**src/rtl/gray_counter_n.sv**
```systemverilog
// N-bit Gray-code up/down counter with synchronous load.
// State is held in Gray code; a registered stage provides the binary view.
module gray_counter_n #(
    parameter int WIDTH = 4
) (
    input  logic             clk,
    input  logic             rst,
    input  logic             en,
    input  logic             up,
    input  logic             load,
    input  logic [WIDTH-1:0] din,
    output logic [WIDTH-1:0] gray_out,
    output logic [WIDTH-1:0] bin_out,
    output logic             wrap
);

    logic [WIDTH-1:0] gray_q;
    logic [WIDTH-1:0] bin_q;
    logic             wrap_q;
    logic [WIDTH-1:0] bin_cur;
    logic [WIDTH-1:0] bin_step;
    logic             step_wrap;

    function automatic logic [WIDTH-1:0] gray2bin(input logic [WIDTH-1:0] g);
        logic [WIDTH-1:0] b;
        b[WIDTH-1] = g[WIDTH-1];
        for (int i = WIDTH - 2; i >= 0; i--) begin
            b[i] = b[i+1] ^ g[i];
        end
        return b;
    endfunction

    function automatic logic [WIDTH-1:0] bin2gray(input logic [WIDTH-1:0] b);
        return b ^ (b >> 1);
    endfunction

    // Single-cycle decode -> +/-1 -> encode chain feeding the state register.
    always_comb begin
        bin_cur   = gray2bin(gray_q);
        bin_step  = up ? bin_cur + 1'b1 : bin_cur - 1'b1;
        step_wrap = up ? (&bin_step) : ~(|bin_step);
    end

    always_ff @(posedge clk or posedge rst) begin
        if (rst) begin
            gray_q <= '0;
            wrap_q <= 1'b0;
        end else if (load) begin
            gray_q <= bin2gray(din);
            wrap_q <= 1'b0;
        end else if (en) begin
            gray_q <= bin2gray(bin_step);
            wrap_q <= step_wrap;
        end else begin
            wrap_q <= 1'b0;
        end
    end

    always_ff @(posedge clk or posedge rst) begin
        if (rst) begin
            bin_q <= '0;
        end else begin
            bin_q <= gray2bin(gray_q);
        end
    end

    assign gray_out = gray_q;
    assign bin_out  = bin_q;
    assign wrap     = wrap_q;

endmodule

```
**config.mk**
```make
export PLATFORM = sky130hd
export DESIGN_NAME = gray_counter_n
export DESIGN_NICKNAME = d
export VERILOG_FILES = /design/src/rtl/gray_counter_n.sv
export SDC_FILE = /design/constraint.sdc
export NUM_CORES = 1
export LEC_CHECK = 0
export ABC_AREA = 0
export CORE_MARGIN = 10
export CORE_UTILIZATION = 40
export CTS_CLUSTER_DIAMETER = 50
export DETAILED_ROUTE_END_ITERATION = 16
export PLACE_DENSITY = 0.72
export SYNTH_ARGS = -nofsm -noshare
export SYNTH_HDL_FRONTEND = slang
export SYNTH_SLANG_ARGS = --single-unit
```
**constraint.sdc**
```tcl
create_clock -name clk -period 2.4 [get_ports clk]
set_input_delay 0.36 -clock clk [delete_from_list [all_inputs] [get_ports clk]]
set_output_delay 0.36 -clock clk [all_outputs]
set_load 0.01 [all_outputs]
```
==> out/qor.yml, run 1 <==
status:
  status: "complete, no violations"
yosys:
  synthMostInstantiatedCell: "dfrtp_1"
  synthAdderAreaFrac_pct: 8.25
  synthTopCellsByArea: "dfrtp_1, ha_1, xor2_1, xnor2_2, mux2i_1"
  syn_area_um2: 607
  syn_inst: 57
  post_synth_and_or_nand_nor_area_fraction_pct: 8.87
  synth_top_family_by_area: "XOR/XNOR gates"
  synthFlopType: "dfrtp_1"
  synth_compound_area_share_pct: 13.4
  yosys.area.top_type_share_pct: 37.1
  synth-async-reset-ratio_pct: 100
  synth_edf_count: 0
  synth_mux_area_share_pct: 4.95
  synth.yosys.seq_area_share_pct: 37.1
  yosys.cell_types.count: 24
  synth.net_count: 70
  syn_area_per_cell_um2: 10.6
  synth_warnings: 0
  synth_xor_xnor_area_share_pct: 19.4
  synth_seq_cells: 9
  synth_top_area_cell: "dfrtp_1"
  synth_common_cells: "dfrtp_1, inv_1, xor2_1"
die:
  die_h_um: 59.0
  die_w_um: 59.0
  core_um2: 1370
  start_util_pct: 44.4
  num_io_pins: 18
  rows: 13
  die-area_um2: 3480
placement:
  dp_slack_ns: -0.0565
  dp_hpwl_um: 1020
  gp_congestion: 0.806
  port_buffers: 17
layout:
  fillers: 129
  multiInputGateArea_um2: 345
  layout-drive-gt1-share_pct: 24.1
  syn_to_final_growth_pct: 43.3
  ff_latch_area_um2: 226
  nNetsFinal: 97
  antennaDiodeCount: 0
power_and_ir_drop:
  powerDensity_nw_per_um2: 1800
  vdd_ir_drop_max_v: 0.00101
  power.total_mw: 1.56
  leakage_nw: 0.406
sta:
  hold_viol: 0
  post-route-period-util_pct: 93.7
  setup_ws_ns: 0.152
  fmax_mhz: 445
  final.min_clock_period_ns: 2.25
  slew_headroom_pct: 78.6
  drv_slew: 0
  clock_skew_ns: 0.00257
  setup_viol: 0
  rsz0062_at_grt: "no"
  worst_pin_slew_ns: 0.320
  holdWs_ns: 0.350
routing:
  ant_nets: 0
  first_pass_iters: 4
  drt-initial-drc-count: 3
  routed-via-count: 485
  vias_per_cell: 4.95
  remaining_drc_errors: 0
  avgRoutedWirePerCell_um: 12.9
  wl_um: 1270
worst_hold_path:
  min_path_type: "in -> async"
global_routing:
  grt_pass1_wl_um: 2060
  track_usage_pct: 8.03
  grt_max_degree: 10
  gr-total-overflow: 0
  grt_pass1_vias: 458
  antenna_found_initial: 0
clock_network:
  cts_htree_levels: 1
  path_clk_slew_ns: 0.06
  hold_buffers: 0
  cts_tree: "built"
  insertion_delay_ns: 0.26
  clock-root-buffer: "clkbuf_4"
  tritoncts.num_buffers: 3
  cts_max_path_buffers: 2
  cts.sinks: 9
critical_path:
  critPathTopFamily: "XOR/XNOR gates"
  cp_max_fo: 3
  critical_path_class: "reg -> reg"
  crit_required_ns: 2.55
  cp_slowest_cell: "dfrtp_2"
  cp_data_arrival_time_ns: 2.40
  critPathLaunchType: "register"
  path_cells: "xnor3_2 -> inv_2 -> ha_4 -> a21o_2 -> a31oi_4 -> xnor2_2 -> inv_1 -> ha_1 -> nand2_1 -> mux2i_1 -> a21oi_1 -> nor2_1"
  end_kind: "register"
  max_stage_delay_ns: 0.41
  worst-path-buf-inv: 2
flow_run:
  drv_cap: 0
[what timing repair did]
action                     CTS  global route
buffers inserted             0             2
gates resized for setup      0             4
setup endpoints to repair    0             2
[registers in the layout, indices dropped and copies added (netlist names)]
name,cells
gray_out,4
wrap,1
bin_out,4
[metal layers]
| layer | vias up | global-route usage (%) | part of all wire [%] |
|---|---|---|---|
| met5 | - | 0 | 0 |
| met1 | 221 | 8.08 | 43 |
| li1 | 243 | - | - |
| met4 | 0 | 9.84 | 4.2 |
| met2 | 17 | 11.6 | 45 |
| met3 | 4 | 2.79 | 7.3 |
[worst paths after layout]
path | from | to | slack [ns] | cells after the start
setup / recovery | gray_out[2] | wrap | 0.15 | 12
hold / removal | rst | wrap | 0.35 | 2
setup reg to reg | gray_out[2] | wrap | 0.15 | 12
hold reg to reg | gray_out[2] | bin_out[2] | 0.51 | 1
max in group asynchronous | rst | gray_out[2] | 1.79 | 2
min in group clk | gray_out[2] | bin_out[2] | 0.51 | 1
[report_power, final]
group / total [mW] / internal, mW / leakage [nW] / switching, mW
Clock: 0.115 / 0.0639 / 0.0150 / 0.0511
Combinational: 1.18 / 0.648 / 0.283 / 0.527
Sequential: 0.272 / 0.223 / 0.107 / 0.0483
[layout by cell type, fill, tap and decap left out, types with 2 or more instances in the layout]
master and count:
clkbuf_4 3, ha_1 3, mux2i_1 3, nand3_1 2, a21oi_1 3, xnor2_1 2, inv_1 5, dfrtp_1 8
o21ai_0 3, nand2_1 4, buf_4 8, clkdlybuf4s50_1 17, xor2_1 5, xnor2_2 2
[kinds of logic after synthesis]
family / after synthesis
AO/OA/AOI/OAI: 11
XOR/XNOR: 10
adder cells (fa/ha/maj): 4
buffers and inverters: 9
flip-flops: 9
multiplexers: 3
AND/OR/NAND/NOR: 11
[area by class of cell]
type | instances | share of cell area (%)
well taps | 15 | 2.16
flip-flops and latches | 9 | 26.0
clock buffers | 4 | 3.02
repair buffers | 25 | 26.5
inverters | 6 | 2.59
multi-input cells | 39 | 39.7
[stage by stage]
stage | setup TNS (ns) | area, um^2 | cells | utilization (%)
after floorplan | 0 | 607 | 57 | -
after global placement | -0.0555 | 815 | 92 | 59.6
after detailed placement | -0.104 | 815 | 92 | 59.6
after CTS | 0 | 841 | 96 | 61.5
after global routing | 0 | 870 | 98 | 63.6
final | 0 | 870 | 98 | 63.6
No activity file was read; power rests on OpenSTA's default activity.
==> run 2: changes to the inputs <==
--- a/config.mk
+++ b/config.mk
@@ -6,11 +6,13 @@
 export NUM_CORES = 1
 export LEC_CHECK = 0
 export ABC_AREA = 0
+export CELL_PAD_IN_SITES_DETAIL_PLACEMENT = 2
+export CELL_PAD_IN_SITES_GLOBAL_PLACEMENT = 2
 export CORE_MARGIN = 10
-export CORE_UTILIZATION = 40
+export CORE_UTILIZATION = 25
 export CTS_CLUSTER_DIAMETER = 50
 export DETAILED_ROUTE_END_ITERATION = 16
-export PLACE_DENSITY = 0.72
+export PLACE_DENSITY = 0.73
 export SYNTH_ARGS = -nofsm -noshare
 export SYNTH_HDL_FRONTEND = slang
 export SYNTH_SLANG_ARGS = --single-unit
==> run 2 against run 1 <==
Net effect:
- register-to-register slack worse by 0.08 ns
- critical path depth decreased by 1
- via count rose by 15%
- sequential cell count unchanged
- first-iteration DRC count grew 100%
- sequential share of layout area shrank 3.9 points
==> out/qor.yml, run 2 (synthesized netlist as in run 1, its figures left out) <==
critical_path:
  reg2reg_slack_ns: 0.07  # -0.08 ns
  worstRegToRegCells: 11  # -1
  cp_data_arrival_time_ns: 2.52  # +0.12 ns
  crit_required_ns: 2.59  # +0.04 ns
  critPathLaunchType: "register"
  r2r-start: "gray_out[2]"
  cp_max_fo: 3  # unchanged
  critical_path_class: "reg -> reg"
  crit_start: "gray_out[2]"
  end_kind: "register"
  reg2reg_to: "wrap"
layout:
  instances_no_fill: 122  # +24%
  ff_latch_area_um2: 226  # unchanged
  nNetsFinal: 108  # +11%
  multiInputGateArea_um2: 394  # +14%
  post-route-cell-area_um2: 1020  # +18%
  antennaDiodeCount: 0  # unchanged
  syn_to_final_growth_pct: 68.9
  fillers: 255  # +98%
  layout-drive-gt1-share_pct: 41.5  # +17 points
  mostFrequentLayoutCells: "clkdlybuf4s50_1, buf_4, dfrtp_1"
routing:
  wl_um: 2130  # +68%
  avgRoutedWirePerCell_um: 17.5  # +35%
  routed-via-count: 560  # +15%
  first_pass_iters: 4  # unchanged
  drt-initial-drc-count: 6  # +3
  remaining_drc_errors: 0  # unchanged
  vias_per_cell: 4.59  # -7.3%
  ant_nets: 0  # unchanged
die:
  core_um2: 2250  # +65%
  die_w_um: 69.3  # +17%
  start_util_pct: 26.9  # -17 points
  rows: 17  # +4
  die_h_um: 69.3  # +17%
  die-area_um2: 4800  # +38%
  num_io_pins: 18  # unchanged
clock_network:
  cts_htree_levels: 1  # unchanged
  cts.sinks: 9  # unchanged
  tritoncts.num_buffers: 3  # unchanged
  insertion_delay_ns: 0.26  # about the same
  cts_tree: "built"
  clock-root-buffer: "clkbuf_4"
  hold_buffers: 0  # unchanged
  cts_max_path_buffers: 2  # unchanged
  path_clk_slew_ns: 0.06  # about the same
global_routing:
  grt_pass1_wl_um: 3110  # +51%
  track_usage_pct: 8.10  # +0.071 points
  grt_pass1_vias: 586  # +28%
  gr-total-overflow: 0  # unchanged
  antenna_found_initial: 0  # unchanged
  grt_max_degree: 10  # unchanged
sta:
  setup_viol: 0  # unchanged
  post-route-period-util_pct: 97.2  # +3.5 points
  worst_pin_slew_ns: 0.366  # +0.0453 ns
  hold_viol: 0  # unchanged
  final.min_clock_period_ns: 2.33  # +0.0836 ns
  drv_slew: 0  # unchanged
  clock_skew_ns: 0.00129  # -0.00128 ns
  slew_headroom_pct: 75.6  # -3.0 points
  fmax_mhz: 429  # -3.6%
  holdWs_ns: 0.366  # +0.0161 ns
  rsz0062_at_grt: "yes"
  setup_ws_ns: 0.0682  # -0.0836 ns
placement:
  dp_cells: 107  # +16%
  dp_hpwl_um: 1450  # +42%
  port_buffers: 17  # unchanged
  gp_congestion: 0.697  # -13%
  dp_slack_ns: -0.156  # -0.0992 ns
  dpl_cell_area_um2: 846  # +3.8%
status:
  status: "complete, no violations"
worst_hold_path:
  min_path_type: "in -> async"
flow_run:
  drv_cap: 0  # unchanged
## run 2: changes by cell type in the layout (fill, tap and decap cells not counted), moves of 2 or more
cell	before	now
ha_2	0	2
ha_1	3	1
buf_6	0	2
buf_4	8	17
## run 2: worst max path at each step
stage / to / slack, ns / depth (start not counted)
finish: wrap / 0.07 / 11
global route: wrap / -0.08 / 11
CTS: gray_out[2] / 0.003 / 10
detailed placement: wrap / -0.16 / 11
global placement: gray_out[2] / -0.03 / 10
floorplan: gray_out[2] / 0.11 / 10
## run 2: per-layer routing
metal  global-route usage (%)  wire length, um  vias up
li1                         -                -      264
met1                     8.09              827      276
met2                     14.1             1150       15
met3                     2.43               96        5
met4                     5.32               53        0
met5                        0                0        -
## run 2: critical path: stages, from the launching register on
cell and delay, ns:
dfrtp_1 0.40, buf_6 0.13, xor2_2 0.17, ha_1 0.31
a21o_2 0.24, a31oi_4 0.17, xnor2_2 0.15, ha_2 0.24
nand3_4 0.08, mux2i_4 0.16, a21oi_2 0.07, nor2_1 0.13
## run 2: cell type report
| cell class | instances | share of cell area, % |
|---|---|---|
| Inverter | 6 | 2.20 |
| Multi-Input combinational cell | 39 | 38.5 |
| Sequential cell | 9 | 22.1 |
| Tap cell | 28 | 3.42 |
| Timing Repair Buffer | 36 | 31.3 |
| Clock buffer | 4 | 2.56 |
## run 2: per-stage QoR
step           setup TNS [ns]  util [%]
6_report                    0      45.4
2_1_floorplan               0         -
3_5_place_dp           -0.308      37.5
5_1_grt               -0.0947      45.4
3_3_place_gp          -0.0502      37.5
4_1_cts                     0      41.3
## run 2: repair_timing
| item | in CTS | in global routing |
|---|---|---|
| buffers inserted | 6 | 5 |
| setup endpoints to repair | 2 | 2 |
| cloned | 0 | 0 |
| resized for setup | 4 | 13 |
| pin swaps | 5 | 9 |
Power of run 2 is not shown: default switching activity piles up to over one toggle a cycle in this logic, so the estimate is an artifact.
==> run 3: changes to the inputs <==
--- a/config.mk
+++ b/config.mk
@@ -10,6 +10,7 @@
 export CELL_PAD_IN_SITES_GLOBAL_PLACEMENT = 2
 export CORE_MARGIN = 10
 export CORE_UTILIZATION = 25
+export CTS_BUF_LIST = sky130_fd_sc_hd__clkbuf_16
 export CTS_CLUSTER_DIAMETER = 50
 export DETAILED_ROUTE_END_ITERATION = 16
 export PLACE_DENSITY = 0.73
==> run 3 against run 2 <==
Net effect:
- sequential share of layout area decreased by 0.58 points
- cell area increased by 2.7%
- final cell count decreased by 4.1%
- setup slack got worse by 0.060 ns
- via count decreased by 3.2%
- maximum frequency decreased by 2.5%
- register-to-register slack got worse by 0.06 ns
- non-clock buffer count decreased by 5
- wire length increased by 3.7%
- sequential cell count unchanged
- critical path depth unchanged
- clock-buffer cell count decreased by 1
- critical endpoint unchanged
==> out/qor.yml, run 3 (synthesized netlist as in run 1, its figures left out) <==
sta:
  slew_headroom_pct: 69.5  # -6.1 points
  hold_viol: 0  # unchanged
  final.min_clock_period_ns: 2.39  # +0.0598 ns
  worst_pin_slew_ns: 0.458  # +0.0918 ns
  rsz0062_at_grt: "yes"
  holdWs_ns: 0.397  # +0.0319 ns
  setup_viol: 0  # unchanged
  drv_slew: 0  # unchanged
  fmax_mhz: 418  # -2.5%
  post-route-period-util_pct: 99.6  # +2.5 points
  final.setup.tns_ns: 0  # unchanged
  clock_skew_ns: 0.00403  # +0.00274 ns
critical_path:
  r2r-start: "gray_out[3]"
  critPathLaunchType: "register"
  reg2reg_to: "wrap"
  critical_path_class: "reg -> reg"
  worstRegToRegCells: 11  # unchanged
  end_kind: "register"
  cp_max_fo: 4  # +1
  reg2reg_slack_ns: 0.008  # -0.06 ns
  crit_required_ns: 2.56  # -0.03 ns
  cp_data_arrival_time_ns: 2.55  # +0.03 ns
layout:
  antennaDiodeCount: 0  # unchanged
  layout-drive-gt1-share_pct: 37.1  # -4.4 points
  final_core_util_pct: 46.7  # +1.2 points
  mostFrequentLayoutCells: "clkdlybuf4s50_1, buf_4, dfrtp_1"
  syn_to_final_growth_pct: 73.4
  nNetsFinal: 103  # -4.6%
  fillers: 239  # -6.3%
  layout_commonest_cell: "clkdlybuf4s50_1"
routing:
  routed-wl-met3_um: 79  # -18%
  wl_um: 2210  # +3.7%
  wl_met2_um: 1220  # +5.9%
  drt-met1-wl_um: 878  # +6.2%
  ant_nets: 0  # unchanged
  first_pass_iters: 4  # unchanged
  topRoutingLayerUsed: "met4"
  vias_per_cell: 4.63  # +0.92%
  avgRoutedWirePerCell_um: 18.9  # +8.1%
  drt-initial-drc-count: 8  # +2
  routed-via-count: 542  # -3.2%
  remaining_drc_errors: 0  # unchanged
clock_network:
  cts_htree_levels: 1  # unchanged
  clock-root-buffer: "clkbuf_16"
  cts_tree: "built"
  path_clk_slew_ns: 0.04  # -0.02 ns
  cts.sinks: 9  # unchanged
  tritoncts.num_buffers: 3  # unchanged
  cts_max_path_buffers: 2  # unchanged
  insertion_delay_ns: 0.24  # -0.02 ns
global_routing:
  grt_pass1_wl_um: 3480  # +12%
  antenna_found_initial: 0  # unchanged
  grt_max_degree: 10  # unchanged
  grt_pass1_vias: 634  # +8.2%
  track_usage_pct: 8.88  # +0.79 points
  gr-total-overflow: 0  # unchanged
die:
  die_h_um: 69.3  # unchanged
  die_w_um: 69.3  # unchanged
  start_util_pct: 26.9  # unchanged
  core_um2: 2250  # unchanged
  num_io_pins: 18  # unchanged
  die-area_um2: 4800  # unchanged
  rows: 17  # unchanged
placement:
  gp_congestion: 0.697  # unchanged
  dp_hpwl_um: 1450  # unchanged
  port_buffers: 17  # unchanged
flow_run:
  drv_cap: 0  # unchanged
worst_hold_path:
  min_path_type: "in -> async"
status:
  status: "complete, no violations"
## run 3: metrics by stage
stage / worst slack (ns) / cell area (um^2) / std cells
floorplan: 0.108 / 607 / 57
global placement: -0.0283 / 846 / 107
detailed placement: -0.156 / 846 / 107
CTS: -0.0240 / 1010 / 115
global route: -0.106 / 1050 / 117
finish: 0.00842 / 1050 / 117
## run 3: how the worst max path moves through the flow
stage / start / to / slack [ns] / depth (start not counted)
2_1_floorplan: gray_out[3] / gray_out[2] / 0.11 / 10
3_3_place_gp: up / gray_out[2] / -0.03 / 10
4_1_cts: gray_out[2] / wrap / -0.02 / 11
5_1_grt: gray_out[3] / wrap / -0.11 / 11
3_5_place_dp: up / wrap / -0.16 / 11
6_report: gray_out[3] / wrap / 0.008 / 11
## run 3: per-layer routing
layer | track usage [%] | vias to the layer above
met3 | 2.43 | 2
met4 | 3.33 | 0
li1 | - | 252
met2 | 16.2 | 14
met1 | 9.32 | 274
met5 | 0 | -
## run 3: timing repair
action	CTS	global route
setup endpoints to repair	2	2
buffers inserted	4	2
pin swaps	7	4
hold buffers	0	0
gates resized for setup	9	7
## run 3: layout make-up
type / instances / area [um^2] / share of cell area, %
multi-input cells: 39 / 414 / 39.4
flip-flops and latches: 9 / 226 / 21.5
inverters: 6 / 22.5 / 2.14
clock inverters: 1 / 3.75 / 0.357
well taps: 28 / 35.0 / 3.33
repair buffers: 31 / 275 / 26.2
clock buffers: 3 / 75.1 / 7.13
## run 3: critical path: stages (launching register included)
cell and delay (ns):
dfrtp_2 0.43, xnor3_2 0.42, inv_2 0.06, ha_4 0.15, a21o_4 0.21, a31oi_4 0.16, xnor2_2 0.15, ha_2 0.25
nand3_4 0.10, mux2i_4 0.17, a21oi_2 0.08, nor2_1 0.13
Power of run 3 is left out for the same reason.
